--- config.mk ---
export PLATFORM = sky130hd
export DESIGN_NAME = pass_keeper_ctrl
export DESIGN_NICKNAME = d
export VERILOG_FILES = /design/src/rtl/pass_keeper_ctrl.sv
export SDC_FILE = /design/constraint.sdc
export NUM_CORES = 1
export LEC_CHECK = 0
export BUFFER_PORTS_ARGS = -buffer_cell sky130_fd_sc_hd__buf_2
export CAP_MARGIN = 20
export CORE_UTILIZATION = 60
export CTS_CLUSTER_DIAMETER = 100
export CTS_CLUSTER_SIZE = 24
export DETAILED_ROUTE_END_ITERATION = 7
export PLACE_DENSITY = 0.83
export SLEW_MARGIN = 10
export SYNTH_ARGS = -nofsm -noshare
export SYNTH_HDL_FRONTEND = slang
export SYNTH_SLANG_ARGS = --single-unit
--- constraint.sdc ---
create_clock -name clk -period 5.2 [get_ports clk]
set_input_delay 1.3 -clock clk [delete_from_list [all_inputs] [get_ports clk]]
set_output_delay 1.3 -clock clk [all_outputs]
set_load 0.03 [all_outputs]
--- src/rtl/pass_keeper_ctrl.sv ---
// Password-keeper sequencer: boots the CAM from flash, then runs retrieve/store
// operations through CAM lookup, cipher and flash write, with a per-wait timeout.
module pass_keeper_ctrl #(
    parameter int ADDR_W  = 4,
    parameter int TIMEOUT = 255
) (
    input  logic              clk,
    input  logic              rst,
    input  logic              go,
    input  logic [1:0]        op,
    input  logic [ADDR_W-1:0] max_add,
    input  logic              match,
    input  logic [ADDR_W-1:0] match_addr,
    input  logic              enc_done,
    input  logic              dec_done,
    output logic              cam_start,
    output logic              cam_write_en,
    output logic              start_enc,
    output logic              start_dec,
    output logic              flash_write_en,
    output logic [ADDR_W-1:0] address_out,
    output logic              busy,
    output logic              boot_done,
    output logic              done,
    output logic              error,
    output logic [1:0]        err_code
);

    localparam int N  = 2**ADDR_W;
    localparam int TW = (TIMEOUT < 1) ? 1 : $clog2(TIMEOUT + 1);

    localparam logic [ADDR_W:0] CNT_FULL = (ADDR_W+1)'(N);
    localparam logic [ADDR_W:0] CNT_ONE  = (ADDR_W+1)'(1);
    localparam logic [TW-1:0]   T_LAST   = TW'(TIMEOUT - 1);
    localparam logic [TW-1:0]   T_ONE    = TW'(1);

    localparam logic [1:0] ERR_OP   = 2'b00;
    localparam logic [1:0] ERR_NF   = 2'b01;
    localparam logic [1:0] ERR_FULL = 2'b10;
    localparam logic [1:0] ERR_TO   = 2'b11;

    typedef enum logic [2:0] {
        S_BOOT, S_IDLE, S_SEARCH, S_CAMWAIT, S_ENC_WAIT, S_DEC_WAIT, S_WRITE, S_FIN
    } state_t;

    state_t            state;
    logic              is_store;
    logic              new_entry;
    logic [ADDR_W:0]   count;
    logic [TW-1:0]     tcnt;
    logic [ADDR_W-1:0] boot_addr;

    // Outputs are registered on entry to the state that owns them, so each
    // strobe is visible for exactly the cycle spent in that state.
    always_ff @(posedge clk) begin
        if (rst) begin
            state          <= S_BOOT;
            address_out    <= '0;
            cam_start      <= 1'b0;
            cam_write_en   <= 1'b0;
            start_enc      <= 1'b0;
            start_dec      <= 1'b0;
            flash_write_en <= 1'b0;
            done           <= 1'b0;
            error          <= 1'b0;
            err_code       <= ERR_OP;
            busy           <= 1'b1;
            boot_done      <= 1'b0;
            count          <= '0;
            tcnt           <= '0;
            boot_addr      <= '0;
            is_store       <= 1'b0;
            new_entry      <= 1'b0;
        end else begin
            cam_start      <= 1'b0;
            cam_write_en   <= 1'b0;
            start_enc      <= 1'b0;
            start_dec      <= 1'b0;
            flash_write_en <= 1'b0;
            done           <= 1'b0;

            case (state)
                S_BOOT: begin
                    cam_write_en <= 1'b1;
                    address_out  <= boot_addr;
                    if (boot_addr == max_add) begin
                        boot_done <= 1'b1;
                        count     <= {1'b0, max_add} + CNT_ONE;
                        busy      <= 1'b0;
                        state     <= S_IDLE;
                    end else begin
                        boot_addr <= boot_addr + 1'b1;
                    end
                end

                S_IDLE: begin
                    if (go) begin
                        busy <= 1'b1;
                        if (op[1]) begin
                            done     <= 1'b1;
                            error    <= 1'b1;
                            err_code <= ERR_OP;
                            state    <= S_FIN;
                        end else begin
                            is_store  <= op[0];
                            cam_start <= 1'b1;
                            state     <= S_SEARCH;
                        end
                    end
                end

                S_SEARCH: state <= S_CAMWAIT;

                S_CAMWAIT: begin
                    tcnt <= '0;
                    if (!is_store) begin
                        if (match) begin
                            address_out <= match_addr;
                            start_dec   <= 1'b1;
                            state       <= S_DEC_WAIT;
                        end else begin
                            done     <= 1'b1;
                            error    <= 1'b1;
                            err_code <= ERR_NF;
                            state    <= S_FIN;
                        end
                    end else if (match) begin
                        address_out <= match_addr;
                        new_entry   <= 1'b0;
                        start_enc   <= 1'b1;
                        state       <= S_ENC_WAIT;
                    end else if (count < CNT_FULL) begin
                        address_out <= count[ADDR_W-1:0];
                        new_entry   <= 1'b1;
                        start_enc   <= 1'b1;
                        state       <= S_ENC_WAIT;
                    end else begin
                        done     <= 1'b1;
                        error    <= 1'b1;
                        err_code <= ERR_FULL;
                        state    <= S_FIN;
                    end
                end

                // Completion is tested before the timeout so a late pulse still wins.
                S_DEC_WAIT: begin
                    if (dec_done) begin
                        done  <= 1'b1;
                        state <= S_FIN;
                    end else if (tcnt == T_LAST) begin
                        done     <= 1'b1;
                        error    <= 1'b1;
                        err_code <= ERR_TO;
                        state    <= S_FIN;
                    end else begin
                        tcnt <= tcnt + T_ONE;
                    end
                end

                S_ENC_WAIT: begin
                    if (enc_done) begin
                        flash_write_en <= 1'b1;
                        cam_write_en   <= 1'b1;
                        state          <= S_WRITE;
                    end else if (tcnt == T_LAST) begin
                        done     <= 1'b1;
                        error    <= 1'b1;
                        err_code <= ERR_TO;
                        state    <= S_FIN;
                    end else begin
                        tcnt <= tcnt + T_ONE;
                    end
                end

                S_WRITE: begin
                    if (new_entry && (count < CNT_FULL))
                        count <= count + CNT_ONE;
                    done  <= 1'b1;
                    state <= S_FIN;
                end

                S_FIN: begin
                    error    <= 1'b0;
                    err_code <= ERR_OP;
                    busy     <= 1'b0;
                    state    <= S_IDLE;
                end

                default: state <= S_BOOT;
            endcase
        end
    end

endmodule

==> impl_metrics.ini <==
[sta]
rsz0062_at_grt = no
fmax_mhz = 386
relSlewSlack = 0.391
finClkSkew_ps = 8.80
drv_slew = 0
fin_crit_ps = 2590
worst_pin_slew_ps = 888
setup-tns-final_ps = 0
whs_ps = 474
setup_viol = 0
hold_viol = 0
finalCritPeriodShare = 0.498

[synthesis]
syn_nets = 273
synth_seq_area_share = 0.341
synth_edf_count = 0
synthArstFlopShare = 0
synth_area_leader_cell = dfxtp_1
synth_ff_type = dfxtp_1
yosys.area.top_type_share = 0.341
synth_area_per_cell_um2 = 8.60
synth_area_leaders = dfxtp_1, mux2i_1, a21oi_1, nand2_1, nand3_1
yosys_warnings = 0
synth_cells = 253
syn-cell-area_um2 = 2170
yosysUniqueCellTypes = 55
yosysMostFrequentCell = dfxtp_1
ys_ff_latch = 37
synth_common_cells = dfxtp_1, nand2_1, a21oi_1

[global_route]
grt_pass1_wl_um = 7790
grt-ovfl-total = 0
grt_max_degree = 26
groute.usage.overall = 0.249
grt_pass1_vias = 1743
antenna_found_initial = 0

[route]
drt_wl_total_um = 4570
via_per_inst = 6.17
drtIter0Drc = 113
routedWlPerCell_um = 14.3
vias = 1975
ant_nets = 0
drc_errors = 0
drtPass1Iterations = 4

[clock_tree]
cts.clk_slew.worst_paths_ps = 110
tritoncts = done
cts_setup_buffers = 0
h-tree-depth = 2
clock_latency_ps = 350
cts_buffer_depth = 2
clock_sinks = 37
ctsHoldBuffers = 0
cts_buffers = 5
cts_root_buf = clkbuf_4
cts-resized-gates = 0

[hold_path]
hold_path_class = flop to flop

[floorplanning]
start_util = 0.637
die_area_um2 = 3870
die_w_um = 62.2
row_count = 21
io_pins = 31
core_um2 = 3420
die_y_um = 62.2

[critical_path]
cp_max_fo = 20
cp.depth = 4
r2r_cells = 4
arrival_ps = 2870
cp.required_ps = 5480
cp_slowest_cell = dfxtp_1
crit_type = flop to flop
end_kind = flop
rrSetupSlack_ps = 2610
startpoint_type = flop
max_stage_delay_ps = 780
r2r_start = state[1]
path_cells = and3b_1 -> mux2i_1 -> or4_1 -> a21oi_1
crit_end = tcnt[4]
crit_start = state[1]
critPathTopFamily = simple AND/OR/NAND/NOR gates
r2r_end = tcnt[4]
crit_buf_inv = 0

[finish]
utilization = 0.695
nFillCells = 288
finalNetCount = 293
final_cell_area_um2 = 2370
final_cell_count_no_fill = 320
drive_gt1_frac = 0.179
multi_input_area_um2 = 1310
antennaDiodeCount = 0
seq_area_um2 = 741
synthToLayoutAreaGrowth_pct = 9.21

[place]
io_buffers = 30
gp_congestion = 0.880
hpwl_um = 3290
placed_cell_area_um2 = 2290
placedCellCount = 312

[run_status]
status = finished, final reports clean

[pwr]
power_density_nw_per_um2 = 318
p_leak_nw = 0.899
ir_drop_mv = 0.182

[job]
max_cap_viol_count = 0
## worst min-delay path, delay by kind of cell, from the launching register on
kind	cells	cell delay [ps]
mux	1	60
flops	1	330
simple gates	1	50
## layer usage
layer	wire (um)	track usage	vias up
met4	80	0.108	0
met5	0	0	-
met1	2130	0.317	913
met3	268	0.0570	9
met2	2090	0.404	63
li1	-	-	990
## per-stage QoR
step,power (W),worst slack [ps]
2_1_floorplan,0.000505,2640
3_3_place_gp,0.000546,2470
3_5_place_dp,0.000551,2440
4_1_cts,0.000758,2620
5_1_grt,0.000795,2390
6_report,0.000755,2610
## cell families (layout without fill, tap and decap cells)
family / after synthesis / count (layout) / share of synthesized area
AOI/OAI and AO/OA: 66 / 66 / 0.221
and+or+nand+nor: 99 / 99 / 0.259
DFF: 37 / 37 / 0.341
muxes: 14 / 14 / 0.0702
buffers and inverters: 26 / 47 / 0.0581
adders and majority gates: 4 / 4 / 0.0230
xor gates and xnor gates: 7 / 7 / 0.0282
## power breakdown
group          leakage (nW)  switching [W]  internal [W]
combinational         0.554       0.000115     0.0000805
clock                0.0455      0.0000953      0.000115
sequential            0.300      0.0000390      0.000311
total                 0.899       0.000249      0.000506
## worst min-delay path by stage
stage                    from             end  slack [ps]  cells after the start
6_report       address_out[2]  address_out[2]         470                      2
5_1_grt        address_out[1]  address_out[1]         490                      2
4_1_cts        address_out[2]  address_out[2]         480                      2
3_5_place_dp             busy            busy         450                      1
3_3_place_gp             busy            busy         440                      1
2_1_floorplan         tcnt[7]         tcnt[7]         450                      2
## layout by cell type (no fill, tap or decap), drive strengths merged, types with 5 or more instances in the layout
master | Yosys | layout
nor3 | 9 | 9
a21oi | 18 | 18
clkbuf | 9 | 7
o21ai | 9 | 9
nand2b | 6 | 6
or3 | 7 | 7
buf | 8 | 30
dfxtp | 37 | 37
nor2 | 13 | 13
o31ai | 8 | 8
nand2 | 21 | 21
nand3 | 11 | 11
or4 | 6 | 6
xor2 | 6 | 6
a31oi | 5 | 5
mux2i | 14 | 14
nor2b | 5 | 5
a211o | 5 | 5
inv | 9 | 9
## layout make-up
class / count / share of cell area
flip-flops and latches: 37 / 0.312
inverters: 9 / 0.0142
multi-input cells: 190 / 0.551
clock buffers: 7 / 0.0232
repair buffers: 30 / 0.0632
clock inverters: 1 / 0.0126
well taps: 46 / 0.0242
## sequential cells by signal, indices dropped and copies added (netlist names), 2 cells and up
name         count
count            5
boot_addr        4
err_code         2
state            3
tcnt             8
address_out      4
Note: power is estimated with default switching activity, not from simulation.
